===== config.mk =====
export PLATFORM = sky130hd
export DESIGN_NAME = audio_tone_player_flat
export DESIGN_NICKNAME = d
export VERILOG_FILES = /design/src/rtl/audio_tone_if.sv /design/src/rtl/audio_tone_player.sv /design/src/flat_wrapper.sv
export SDC_FILE = /design/constraint.sdc
export NUM_CORES = 1
export LEC_CHECK = 0
export ABC_CLOCK_PERIOD_IN_PS = 6030
export CORE_MARGIN = 8
export CORE_UTILIZATION = 35
export CTS_BUF_LIST = sky130_fd_sc_hd__clkbuf_4
export CTS_CLUSTER_SIZE = 16
export DETAILED_ROUTE_END_ITERATION = 16
export SLEW_MARGIN = 30
export SYNTH_ARGS = -nofsm -noshare
export SYNTH_HDL_FRONTEND = slang
export SYNTH_SLANG_ARGS = --single-unit

===== constraint.sdc =====
create_clock -name clk -period 6.03 [get_ports clk]
set_input_delay 0.9045 -clock clk [delete_from_list [all_inputs] [get_ports clk]]
set_output_delay 0.9045 -clock clk [all_outputs]
set_load 0.1 [all_outputs]

===== src/rtl/audio_tone_if.sv =====
// Control-unit side of the tone player: load/play strobes, the data word and the status it reads back.
interface audio_tone_if;
  logic       audioreg;
  logic       audioact;
  logic [7:0] data_in;
  logic       speaker;
  logic       busy;
  logic       done;

  modport master (output audioreg, audioact, data_in, input speaker, busy, done);
  modport slave  (input audioreg, audioact, data_in, output speaker, busy, done);
endinterface


===== src/rtl/audio_tone_player.sv =====
// Square-wave tone generator: plays a latched note/duration word on the speaker pin,
// flagging busy while it plays and pulsing done when a tone runs to completion.
module audio_tone_player #(
  parameter int BASE_DIV    = 3125,
  parameter int TICK_CYCLES = 3125000,
  parameter int DW          = 8
) (
  input logic         clk,
  input logic         reset,
  audio_tone_if.slave bus
);

  // Sized for note 0 (16 units) so a rest never truncates its reload value.
  localparam int HW = (16 * BASE_DIV > 1) ? $clog2(16 * BASE_DIV) : 1;
  localparam int TW = (TICK_CYCLES > 1) ? $clog2(TICK_CYCLES) : 1;
  localparam logic [TW-1:0] TICK_M1 = TW'(TICK_CYCLES - 1);

  typedef enum logic [1:0] {IDLE, PLAY, DONE} state_t;

  state_t          state_reg, state_next;
  logic [DW-1:0]   audio_reg, audio_reg_next;
  logic            act_q_reg, act_q_next;
  logic [HW-1:0]   half_reg, half_next;
  logic [TW-1:0]   tick_reg, tick_next;
  logic [3:0]      dur_reg, dur_next;
  logic [3:0]      note_reg, note_next;
  logic            speaker_reg, speaker_next;
  logic            busy_reg, busy_next;
  logic            done_reg, done_next;

  logic            start;
  logic [DW-1:0]   play_word;

  function automatic logic [HW-1:0] hp_m1(input logic [3:0] note);
    logic [31:0] v;
    v = 32'(BASE_DIV) * (32'd16 - {28'd0, note}) - 32'd1;
    return v[HW-1:0];
  endfunction

  always_ff @(posedge clk or posedge reset) begin
    if (reset) begin
      state_reg   <= IDLE;
      audio_reg   <= '0;
      act_q_reg   <= 1'b0;
      half_reg    <= '0;
      tick_reg    <= '0;
      dur_reg     <= '0;
      note_reg    <= '0;
      speaker_reg <= 1'b0;
      busy_reg    <= 1'b0;
      done_reg    <= 1'b0;
    end else begin
      state_reg   <= state_next;
      audio_reg   <= audio_reg_next;
      act_q_reg   <= act_q_next;
      half_reg    <= half_next;
      tick_reg    <= tick_next;
      dur_reg     <= dur_next;
      note_reg    <= note_next;
      speaker_reg <= speaker_next;
      busy_reg    <= busy_next;
      done_reg    <= done_next;
    end
  end

  always_comb begin
    state_next     = state_reg;
    half_next      = half_reg;
    tick_next      = tick_reg;
    dur_next       = dur_reg;
    note_next      = note_reg;
    speaker_next   = speaker_reg;
    busy_next      = busy_reg;
    done_next      = 1'b0;
    act_q_next     = bus.audioact;
    audio_reg_next = bus.audioreg ? bus.data_in : audio_reg;

    start     = bus.audioact & ~act_q_reg;
    // Same-cycle load and play uses the incoming word rather than the stale register.
    play_word = bus.audioreg ? bus.data_in : audio_reg;

    if (start) begin
      // Fresh start and retrigger are identical: everything reloads, busy holds high.
      state_next   = PLAY;
      busy_next    = 1'b1;
      speaker_next = 1'b0;
      note_next    = play_word[7:4];
      dur_next     = play_word[3:0];
      half_next    = hp_m1(play_word[7:4]);
      tick_next    = TICK_M1;
    end else begin
      case (state_reg)
        PLAY: begin
          if (half_reg == '0) begin
            half_next = hp_m1(note_reg);
            if (note_reg != 4'd0) speaker_next = ~speaker_reg;
          end else begin
            half_next = half_reg - 1'b1;
          end

          if (tick_reg == '0) begin
            tick_next = TICK_M1;
            if (dur_reg == 4'd0) begin
              state_next   = DONE;
              busy_next    = 1'b0;
              speaker_next = 1'b0;
              done_next    = 1'b1;
            end else begin
              dur_next = dur_reg - 1'b1;
            end
          end else begin
            tick_next = tick_reg - 1'b1;
          end
        end
        default: state_next = IDLE;
      endcase
    end
  end

  assign bus.speaker = speaker_reg;
  assign bus.busy    = busy_reg;
  assign bus.done    = done_reg;

endmodule


===== src/flat_wrapper.sv =====
// flat-port wrapper written by rule: the top's interface ports become plain ports
module audio_tone_player_flat 
#(
  parameter int BASE_DIV    = 3125,
  parameter int TICK_CYCLES = 3125000,
  parameter int DW          = 8
)
  (clk, reset, bus_audioreg, bus_audioact, bus_data_in, bus_speaker, bus_busy, bus_done);
  audio_tone_if bus_i ();
  input logic clk;
  input logic reset;
  input wire logic [$bits(bus_i.audioreg)-1:0] bus_audioreg;
  input wire logic [$bits(bus_i.audioact)-1:0] bus_audioact;
  input wire logic [$bits(bus_i.data_in)-1:0] bus_data_in;
  output wire logic [$bits(bus_i.speaker)-1:0] bus_speaker;
  output wire logic [$bits(bus_i.busy)-1:0] bus_busy;
  output wire logic [$bits(bus_i.done)-1:0] bus_done;
  assign bus_i.audioreg = bus_audioreg;
  assign bus_i.audioact = bus_audioact;
  assign bus_i.data_in = bus_data_in;
  assign bus_speaker = bus_i.speaker;
  assign bus_busy = bus_i.busy;
  assign bus_done = bus_i.done;
  audio_tone_player #(.BASE_DIV(BASE_DIV), .TICK_CYCLES(TICK_CYCLES), .DW(DW)) u_core (.clk(clk), .reset(reset), .bus(bus_i));
endmodule

### Word level (Yosys, flattened, before mapping)

Index checks and enable logic that the tools add are counted.
W data, S select, Z words.

* $add $sub $neg: 7
* $mul: 2
* equal/unequal tests: 4
* mux-type cells: 29
* bitwise logic cells: 3
* reductions and logical operators: 10

Operator list (number)
* $mux W22: 3
* $mul A12 B32 Y16 const A: 2
* $mux W16: 3
* $sub A16 B1 Y16 const B: 3
* $logic_not A22 Y1: 1
* $sub A22 B1 Y22 const B: 1
* $logic_not A16 Y1: 1
* $mux W4: 4
* $mux W1: 14
* $sub A5 B4 Y6 const A: 2
* $mux W2: 4
* $mux W8: 1
* $ne A3 B1 Y1 const B: 2
* $reduce_and A3 Y1: 2
* $reduce_bool A2 Y1: 3
* $logic_not A4 Y1: 1
* $reduce_bool A4 Y1: 1
* $sub A4 B1 Y4 const B: 1
* $eq A2 B1 Y1 const B: 1
* $ne A2 B1 Y1 const B: 1
* $not A1 Y1: 2
* $reduce_and A2 Y1: 1
* $and A1 B1 Y1: 1

* register bits after elaboration: 60
* bits of input ports: 12
* logic and storage cells: 65

### Longest topological paths before layout

* depth in word-level cells: 7
* gate-level depth with buffers: 19
* depth with buffers taken out: 19

### Least setup slack after synthesis

Ideal clock, no wire load.

* path kind: input port to flip-flop
* start point: in bus_audioreg
* end point: reg u_core.half_reg[12]
* data arrival time: 5.305 ns
* required time: 5.936 ns
* path slack: 0.631 ns
* stages: 17
* cell sequence: buf_2 mux2i_1 ha_1 xnor2_1 ha_1 ha_1 inv_1 fa_1 ha_1 ha_1 o21a_1 o21ai_0 nand2b_1 o311a_1 o21ai_0 mux2_2 a211oi_1

* cells in the longest elaborated chain, start to end: 5

Ends and longest elaborated chain
* from (decl): line flat_wrapper.sv:12 `input wire logic [$bits(bus_i.audioreg)-1:0] bus_audioreg;`
* $mux W8
* $sub A5 B4 Y6: line audio_tone_player.sv:36 `v = 32'(BASE_DIV) * (32'd16 - {28'd0, note}) - 32'd1;`
* $mul A12 B32 Y16: line audio_tone_player.sv:36
* $sub A16 B1 Y16: line audio_tone_player.sv:36
* $mux W16: line audio_tone_player.sv:82 `if (start) begin`
* to (signal assigned): line audio_tone_player.sv:56 `half_reg <= half_next;`
* to (decl): line audio_tone_player.sv:23 `logic [HW-1:0] half_reg, half_next;`

No other way between the ends.
A chain may end at the register's enable or synchronous reset.

### Final worst setup path

Ends and elaborated chain as after synthesis.

==> results.md <==
- Status: completed
- GPL Wtd Cong: 0.808
- Number of global-route vias before repair: 4585
- CTS max path bufs: 2
- Clock slew at reported path FFs: ~140 ps
- Drt wl/cell: approximately 15 um
- Commonest register cell after synthesis: dfrtp_1
- Ports: 15
- Num rows: 47
- Hold-critical path depth: 1
- IO Port Bufs: 14
- Yosys top cell by area: dfrtp_1
- Layout cells sized above 1: 0.0763
- Largest net degree at the start of global routing: a little over 60
- Inserted Clock Buffers: 9
- Net Sw Power: 1.78 mW
- Area contributors post-synth: dfrtp_1 (26%), ha_1 (19%), fa_1 (5.5%), xnor2_1 (5.0%), inv_1 (4.7%)
- 1st-pass router iterations: 5
- FF+latch count, synth: 60
- Die X-Extent: 145 um
- Setup TNS: 0 ps
- Critical path class: in2reg
- Post-synth EDFFs: 0
- Synth Area per Inst: 8.73 sq um
- Worst-Margin Slew: 974 ps
- Clk_skew: about 28 ps
- Int Power: 1.69 mW
- Setup violations, final: 0
- F_max: 186 MHz
- Die area: 0.0210 sq mm
- # clock sinks: 60
- Sw Share: 0.513
- Cell area after synthesis: 0.00581 sq mm
- Fillers: between 1500 and 2000
- Nets: 806
- Cell depth of the worst flop-to-flop path: 18
- Clk pwr share: 0.077
- CTS Hold Bufs: 0
- CTS root buffer: clkbuf_4
- Crit end category: flip-flop
- Avg Vias per Cell: about 5.1
- Leak pwr: about 2.9 nW
- First-iteration detailed-routing DRC count: between 200 and 250
- Max FFs per register: 22
- Count of cell types in the netlist: 64
- Critical Path Fanout Max: 9
- Residual overflow from global routing: 0
- Initial antenna violation count: 0
- Crit path arrival time: around 5700 ps
- Worst r2r src: u_core.note_reg[1]$_DFFE_PP0P_
- Part of the power in registers: 0.169
- Post-Route WL: 13400 um
- FF-to-FF End: u_core.half_reg[12]$_DFFE_PP0P_
- Hold Violations, Final: 0
- Reg2Reg Setup Slack: 1330 ps
- Setup bufs post-CTS: 0
- Crit path from: bus_audioreg
- CTS tree: built
- Final period util: 0.891
- # DRC: 0
- VDD IR max: between 0.2 and 0.3 mV
- FFs w/ async S/R, synth: 1.00
- ANT nets after route: 0
- Die Span Y: approximately 140 um
- Fin Hold WS: 483 ps
- Vias: 4685
- Post-cts sizing count: 0
- Initial Util: 0.354
- Tot GR Track Use: 0.137
- Post-Syn Instances: 665
- Max_cap viols: 0
- Critical Path Start Type: primary input
- RSZ-0062 raised after global routing: no
- Slowest cell on crit path: o21ai_0
- PwrDens: 545 mW/mm^2
- Core area: 0.0164 sq mm
- Synth warn: 0
- Worst-Skew Late Latency: 460 ps
- Slew HR: 0.349
- Combinational share of power: 0.754
- Htree depth: 3
- Setup ws final: 656 ps
- Area delta synth->final: 9.76%
- Final Power: 3.47 mW
- Yosys top cell area share: 0.259
- Hpwl dp: 10400 um
- Fin util: 0.388
- Setup crit end: u_core.half_reg[12]$_DFFE_PP0P_
- Cell-by-cell trace of the critical path: clkdlybuf4s50_1 -> buf_4 -> nor3b_1 -> o21ai_0 -> nand2_1 -> ha_1 -> ha_1 -> fa_1 -> ha_1 -> nor2b_1 -> o21ai_0 -> a21boi_0 -> o311a_1 -> o21ai_0 -> mux2_2 -> a211oi_1
- Worst hold path type: reg2reg
- Post-synthesis sequential area ratio: 0.259
- Dpl ws: 277 ps
- Final min period: 5370 ps
- Global-route wire length before repair: roughly 23000 um
- Slew Limit Fails: 0
- Diodes inserted: 0
- Worst Path Required: 6390 ps
- Crit-path max cell delay: approximately 560 ps
## layer usage
layer  track usage  wire [um]  vias up
li1              -          -     2386
met1         0.186       6810     2207
met2         0.221       6010       76
met3        0.0223        364       16
met4        0.0389        226        0
met5             0          0        -
## cell usage in the layout (no fill, tap or decap), drive strengths merged, types with 9 or more instances in the layout
master / n
fa: 16
a21oi: 37
clkbuf: 9
nor2: 42
nor3: 26
clkdlybuf4s50: 14
or3: 14
nand3: 11
xor2: 19
ha: 88
inv: 74
o21ai: 53
xnor2: 33
dfrtp: 60
nand2: 56
buf: 14
## synthesized netlist by cell type, types with 3 or more instances
master    count
o211ai_1      4
ha_1         88
buf_2         3
nor4_1        8
mux2_2        5
o221ai_1      4
mux2i_1       7
nor2b_1       6
a21o_1        4
or3_4         3
and3_1        5
xnor2_1      33
nand2_1      56
fa_1         16
nand3_1      11
xor2_1       19
o21a_1        4
o22ai_1       5
o31ai_1       4
a22oi_1       6
and2_1        3
nor3_1       25
clkbuf_1      7
o21ai_0      52
a311oi_1      3
nor2_1       42
nor3b_1       3
inv_1        73
or2_2         3
o41ai_1       4
a211oi_1      4
dfrtp_1      60
nand2b_1      8
a21oi_1      37
or3_1        10
## worst min path at each step
| stage | from | to | slack [ps] |
|---|---|---|---|
| after detailed placement | u_core.tick_reg[14]$_DFFE_PP0P_ | u_core.tick_reg[14]$_DFFE_PP0P_ | 470 |
| final | u_core.tick_reg[14]$_DFFE_PP0P_ | u_core.tick_reg[14]$_DFFE_PP0P_ | 480 |
| after CTS | u_core.tick_reg[14]$_DFFE_PP0P_ | u_core.tick_reg[14]$_DFFE_PP0P_ | 480 |
| after floorplan | u_core.tick_reg[14]$_DFFE_PP0P_ | u_core.tick_reg[14]$_DFFE_PP0P_ | 440 |
| after global placement | u_core.tick_reg[14]$_DFFE_PP0P_ | u_core.tick_reg[14]$_DFFE_PP0P_ | 470 |
| after global routing | u_core.tick_reg[14]$_DFFE_PP0P_ | u_core.tick_reg[14]$_DFFE_PP0P_ | 500 |
## cell families after synthesis
logic type | Yosys count | synth area share
AOI/OAI and AO/OA | 149 | 0.159
other | 1 | 0.000646
buffers and inverters | 88 | 0.0608
muxes | 12 | 0.0218
DFF | 60 | 0.259
adders and majority gates | 104 | 0.245
and+or+nand+nor | 199 | 0.176
xor gates and xnor gates | 52 | 0.0784
## stage by stage
step                      cell area, sq um  std cells
after CTS                             6370        915
after detailed placement              6250        899
after global placement                6250        899
after floorplan                       5810        666
final                                 6370        915
after global routing                  6370        915
## power groups by stage
stage          Clock, mW  Combinational, mW  Sequential [mW]
6_report           0.266               2.62            0.587
3_3_place_gp           0               2.60            0.592
5_1_grt            0.292               2.99            0.601
3_5_place_dp           0               2.62            0.592
2_1_floorplan          0               2.00            0.567
4_1_cts            0.274               2.64            0.584
## cell type report
type,count,area (sq um),area share
sequential,60,1500,0.236
inverter,73,274,0.0430
timing repair buffer,28,245,0.0385
clock inverter,7,51.3,0.00805
multi-input combinational,518,3960,0.621
clock buffer,9,67.6,0.0106
tap,220,275,0.0432
## worst max-delay path, delay by kind of cell
family                     cells  cell delay, ps
AOI/OAI and AO/OA              6            1800
adders and majority gates      4            1460
buffers and inverters          2             750
muxes                          1             380
and+or+nand+nor                3             440
(Power assumes the default switching activity.)
